===== src/rtl/intack_pkg.sv =====
// Shared types and constants for the interrupt acknowledge sequencer.
package intack_pkg;

    // Sequencer states.
    typedef enum logic [2:0] {
        IDLE    = 3'd0,
        ACK_LOW = 3'd1,
        ACK_GAP = 3'd2,
        DELIVER = 3'd3,
        RECOVER = 3'd4
    } state_t;

    // First byte the controller must return in MCS-80/85 mode (CALL opcode).
    localparam logic [7:0] INTA_CALL_OPCODE = 8'hCD;

    // Values of mcs80_mode.
    localparam logic MODE_8086  = 1'b0;
    localparam logic MODE_MCS80 = 1'b1;

    // Index of the final INTA pulse for a given mode (2 or 3 pulses total).
    function automatic logic [1:0] last_pulse_index(input logic mode);
        return (mode == MODE_MCS80) ? 2'd2 : 2'd1;
    endfunction

endpackage


===== src/rtl/intack_pulse_timer.sv =====
// Four-bit down counter timing INTA low phases, gaps and recovery.
// done is high while the count is zero; the counter never wraps.
module intack_pulse_timer (
    input  logic       clock,
    input  logic       reset,
    input  logic       load,
    input  logic [3:0] load_value,
    input  logic       count,
    output logic       done
);

    logic [3:0] count_reg;

    // Load takes priority; otherwise count down and stop at zero.
    always_ff @(posedge clock or posedge reset) begin
        if (reset) begin
            count_reg <= 4'd0;
        end else if (load) begin
            count_reg <= load_value;
        end else if (count && (count_reg != 4'd0)) begin
            count_reg <= count_reg - 4'd1;
        end
    end

    assign done = (count_reg == 4'd0);

endmodule


===== src/rtl/intack_sequencer.sv =====
// CPU-side INTA pulse train generator for an 8259A-compatible controller.
// Issues two (8086) or three (MCS-80/85) INTA pulses, captures the bus
// bytes and presents the assembled vector over a valid/ready handshake.
module intack_sequencer
    import intack_pkg::*;
#(
    parameter int INTA_LOW_CYCLES = 2,
    parameter int INTA_GAP_CYCLES = 2
) (
    input  logic        clock,
    input  logic        reset,
    input  logic        interrupt_request,
    input  logic        interrupt_enable,
    input  logic        mcs80_mode,
    input  logic [7:0]  data_bus_in,
    output logic        interrupt_acknowledge_n,
    output logic        busy,
    output logic        vector_valid,
    input  logic        vector_ready,
    output logic [7:0]  vector_type,
    output logic [15:0] call_address,
    output logic        protocol_error
);

    // The timer is four bits wide, so each phase length must fit 1..15.
    generate
        if ((INTA_LOW_CYCLES < 1) || (INTA_LOW_CYCLES > 15)) begin : g_bad_low
            $error("INTA_LOW_CYCLES must be in 1..15");
        end
        if ((INTA_GAP_CYCLES < 1) || (INTA_GAP_CYCLES > 15)) begin : g_bad_gap
            $error("INTA_GAP_CYCLES must be in 1..15");
        end
    endgenerate

    localparam logic [3:0] LOW_LOAD = 4'(INTA_LOW_CYCLES - 1);
    localparam logic [3:0] GAP_LOAD = 4'(INTA_GAP_CYCLES - 1);

    state_t      state_reg, state_next;
    logic [1:0]  pulse_idx_reg, pulse_idx_next;
    logic        mode_reg, mode_next;

    logic        timer_load;
    logic [3:0]  timer_value;
    logic        timer_count;
    logic        timer_done;

    logic        capture;
    logic        deliver;
    logic        start_request;

    logic [7:0]  byte_reg [0:1];

    logic        inta_n_reg;
    logic        busy_reg;
    logic        valid_reg;
    logic [7:0]  vector_type_reg;
    logic [15:0] call_address_reg;
    logic        protocol_error_reg;

    assign start_request = interrupt_request && interrupt_enable;
    assign timer_count   = (state_reg == ACK_LOW) || (state_reg == ACK_GAP) ||
                           (state_reg == RECOVER);

    intack_pulse_timer u_timer (
        .clock      (clock),
        .reset      (reset),
        .load       (timer_load),
        .load_value (timer_value),
        .count      (timer_count),
        .done       (timer_done)
    );

    // State, pulse index and latched mode registers.
    always_ff @(posedge clock or posedge reset) begin
        if (reset) begin
            state_reg     <= IDLE;
            pulse_idx_reg <= 2'd0;
            mode_reg      <= MODE_8086;
        end else begin
            state_reg     <= state_next;
            pulse_idx_reg <= pulse_idx_next;
            mode_reg      <= mode_next;
        end
    end

    // Next-state logic and timer control.
    always_comb begin
        state_next     = state_reg;
        pulse_idx_next = pulse_idx_reg;
        mode_next      = mode_reg;
        timer_load     = 1'b0;
        timer_value    = LOW_LOAD;
        capture        = 1'b0;
        deliver        = 1'b0;

        case (state_reg)
            IDLE: begin
                if (start_request) begin
                    state_next     = ACK_LOW;
                    pulse_idx_next = 2'd0;
                    mode_next      = mcs80_mode;
                    timer_load     = 1'b1;
                    timer_value    = LOW_LOAD;
                end
            end

            ACK_LOW: begin
                if (timer_done) begin
                    capture = 1'b1;
                    if (pulse_idx_reg == last_pulse_index(mode_reg)) begin
                        state_next = DELIVER;
                        deliver    = 1'b1;
                    end else begin
                        state_next  = ACK_GAP;
                        timer_load  = 1'b1;
                        timer_value = GAP_LOAD;
                    end
                end
            end

            ACK_GAP: begin
                if (timer_done) begin
                    state_next     = ACK_LOW;
                    pulse_idx_next = pulse_idx_reg + 2'd1;
                    timer_load     = 1'b1;
                    timer_value    = LOW_LOAD;
                end
            end

            DELIVER: begin
                if (vector_ready) begin
                    state_next  = RECOVER;
                    timer_load  = 1'b1;
                    timer_value = GAP_LOAD;
                end
            end

            RECOVER: begin
                // The edge that ends the recovery gap may itself be the next
                // start edge, so a held request restarts exactly one gap after
                // the accepting edge.
                if (timer_done) begin
                    if (start_request) begin
                        state_next     = ACK_LOW;
                        pulse_idx_next = 2'd0;
                        mode_next      = mcs80_mode;
                        timer_load     = 1'b1;
                        timer_value    = LOW_LOAD;
                    end else begin
                        state_next = IDLE;
                    end
                end
            end

            default: begin
                state_next = IDLE;
            end
        endcase
    end

    // Capture the non-final bus bytes; the final byte is consumed directly.
    always_ff @(posedge clock or posedge reset) begin
        if (reset) begin
            byte_reg[0] <= 8'h00;
            byte_reg[1] <= 8'h00;
        end else begin
            for (int i = 0; i < 2; i++) begin
                if (capture && (pulse_idx_reg == 2'(i))) begin
                    byte_reg[i] <= data_bus_in;
                end
            end
        end
    end

    // Registered pin and handshake outputs, derived from the next state.
    always_ff @(posedge clock or posedge reset) begin
        if (reset) begin
            inta_n_reg <= 1'b1;
            busy_reg   <= 1'b0;
            valid_reg  <= 1'b0;
        end else begin
            inta_n_reg <= (state_next != ACK_LOW);
            busy_reg   <= (state_next != IDLE);
            valid_reg  <= (state_next == DELIVER);
        end
    end

    // Assemble the result on the last sample edge; it holds until the next one.
    always_ff @(posedge clock or posedge reset) begin
        if (reset) begin
            vector_type_reg    <= 8'h00;
            call_address_reg   <= 16'h0000;
            protocol_error_reg <= 1'b0;
        end else if (deliver) begin
            if (mode_reg == MODE_MCS80) begin
                vector_type_reg    <= 8'h00;
                call_address_reg   <= {data_bus_in, byte_reg[1]};
                protocol_error_reg <= (byte_reg[0] != INTA_CALL_OPCODE);
            end else begin
                vector_type_reg    <= data_bus_in;
                call_address_reg   <= 16'h0000;
                protocol_error_reg <= 1'b0;
            end
        end
    end

    assign interrupt_acknowledge_n = inta_n_reg;
    assign busy                    = busy_reg;
    assign vector_valid            = valid_reg;
    assign vector_type             = vector_type_reg;
    assign call_address            = call_address_reg;
    assign protocol_error          = protocol_error_reg;

endmodule

===== config.mk =====
export PLATFORM = sky130hd
export DESIGN_NAME = intack_sequencer
export DESIGN_NICKNAME = d
export VERILOG_FILES = /design/src/rtl/intack_pkg.sv /design/src/rtl/intack_pulse_timer.sv /design/src/rtl/intack_sequencer.sv
export SDC_FILE = /design/constraint.sdc
export NUM_CORES = 1
export LEC_CHECK = 0
export ABC_AREA = 1
export CAP_MARGIN = 20
export CORE_ASPECT_RATIO = 0.7
export CORE_UTILIZATION = 45
export DETAILED_ROUTE_END_ITERATION = 7
export PLACE_DENSITY = 0.7
export SYNTH_ARGS = -nofsm -noshare
export SYNTH_HDL_FRONTEND = slang
export SYNTH_SLANG_ARGS = --single-unit
export TNS_END_PERCENT = 20

===== constraint.sdc =====
create_clock -name clock -period 2.6 [get_ports clock]
set_input_delay 0.78 -clock clock [delete_from_list [all_inputs] [get_ports clock]]
set_output_delay 0.78 -clock clock [all_outputs]
set_load 0.02 [all_outputs]

==> metrics.txt <==
Synth-to-Final Area Change 22.8%; H-tree depth 2; nets 345; Data required, critical path ~1.8 ns; share of the synthesized area in the top cell type approximately 53%; num rows 22; Max FO, Critical Path 1; measured slew at the worst slew-check pin 0.405 ns; I/O Buffers slightly above 40; Hold WC Path Type register to register; crit start category register; Final Setup Violations 0; fin util just under 60%; most common cell after layout, fill and taps aside nand2_1; setup TNS 0 ns; detailed-route DRC error count 0; Initial Utilization between 40% and 50%; footprint of the multi-input gates roughly 940 um2; DRT iter0 DRCs between 150 and 200; status finished clean; unrepaired setup endpoints after global routing false; syn avg cell area 8.75 um2; sequential fraction of the synthesis area 54.5%; largest net degree at the start of global routing 55; Final Skew 0.0145 ns; Worst VDD drop approximately 0.00055 V; drt pass-1 iters 4; R2R Path Start u_timer.count_reg[0]; Max Cap Viol 0; Die ar. roughly 0.0058 mm2; max-slew violation count 0; first-pass GRT wire length between 8000 and 9000 um; clk root buf clkbuf_8; Ant. Diodes 0; WP buf/inv 1; clk_lat worst skew 0.32 ns; register area 0.00135 mm2; Final Cell Area 0.00305 mm2; top post-synthesis cells by area dfrtp_1 53%, nand2_1 16%, nand3_1 7.3%; vias approximately 1900; most frequent cells in the layout 105 x nand2_1, 53 x dfrtp_1, 41 x clkdlybuf4s50_1; FILL cells approximately 500; number of hold violations in the final report 0; CP Class register to primary output; Clock transition at path regs about 0.09 ns; wire per inst between 10 and 15 um; Rel. slew slack 73.0%; Max stage delay on crit path approximately 0.6 ns; TritonCTS clock tree yes; crit-path cells clkdlybuf4s50_1; GP Congestion 0.799; I/O pin total 42; Tcrit/Tclk final 84.2%; post-placement cell area 0.00294 mm2; core area ~0.0053 mm2; post-CTS setup buffer count 0; die height between 60 and 70 um; synthesized area around 0.0025 mm2; #FFs+latches synth 54; antenna-violating nets left 0; clock tree buffer depth 2; Max stage delay cell, worst path clkdlybuf4s50_1; Max Fclk roughly 0.46 GHz; Yosys warnings 0; worst setup path start interrupt_acknowledge_n; clock period minus worst slack around 2.2 ns; routed vias/inst roughly 5; share of cells above drive strength 1 just over 10%; vias in the first global route 1900; CP top delay family buffers and inverters; Synth cell types 24; antenna violations before repair 0; Die X approximately 91 um; TritonCTS Sinks 54; CTS Buf Count 5; arrival time worst endpoint about 1.4 ns; crit end category primary output; Post-Route WL just over 5000 um; Synth area leader dfrtp_1; post-CTS sizing 0; hold path start call_address[4]; Lkg Pwr 1.56 nW; GRT overflow 0; Mapped Nets around 300; cts hold-fix bufs 0; pwr dens ~1200 mW/mm2; Detailed Place HPWL 3550 um; All-Layer GR Usage between 10% and 20%; Gate Count Post-Synth 284
[stage by stage]
step	hold WS (ns)	cells	total power [mW]	setup slack (ns)
2_1_floorplan	0.455	284	2.52	0.507
3_3_place_gp	0.465	392	3.12	0.687
3_5_place_dp	0.465	392	3.16	0.650
4_1_cts	0.490	400	3.74	0.397
5_1_grt	0.519	400	4.01	0.378
6_report	0.486	400	3.71	0.412
[per-layer routing]
metal  global-route usage (%)  wire length (um)
met1                     28.1              2580
met2                     29.5              2060
met3                     4.88               306
met4                     7.14                83
met5                        0                 0
[power breakdown]
part	total [mW]	leakage, nW	switching [mW]	internal (mW)
registers	1.48	0.638	0.254	1.23
logic	1.67	0.870	0.958	0.709
clock network	0.561	0.0504	0.275	0.286
[worst min-delay path, cell delays in order, from the launching register on]
cell     delay [ns]
dfrtp_1        0.35
nand2_1        0.05
nand2_1        0.05
[cell usage after synthesis (all sizes together)]
library cell and instances:
dfrtp 53, nand4 4, a21oi 2, nand3 37
ha 4, nand3b 1, inv 27, buf 7
clkinv 1, nor3 1, nand2 111, clkbuf 1
o21ai 20, nor2 14, dfstp 1
[worst paths after layout]
kind                                            to  slack (ns)  cells after the start
max                        interrupt_acknowledge_n        0.41                      1
min                                call_address[4]        0.49                      2
max reg2reg                         protocol_error        0.81                      9
min reg2reg                        call_address[4]        0.49                      2
max in group asynchronous  interrupt_acknowledge_n        1.49                      3
min in group asynchronous             byte_reg[12]        0.82                      3
[final cells by class]
type / count / area share [%]
flip-flops and latches: 54 / 44.3
well taps: 72 / 2.95
inverters: 28 / 3.69
clock inverters: 3 / 1.48
clock buffers: 5 / 2.26
repair buffers: 44 / 14.6
multi-input cells: 194 / 30.7
[cell families after synthesis]
kind of cell	count (synthesis)	synth area share (%)
AOI/OAI and AO/OA	22	5.64
and+or+nand+nor	168	30.0
DFF	54	54.5
buffers and inverters	36	7.86
adders and majority gates	4	2.02
Note: power is estimated with default switching activity, not from simulation.
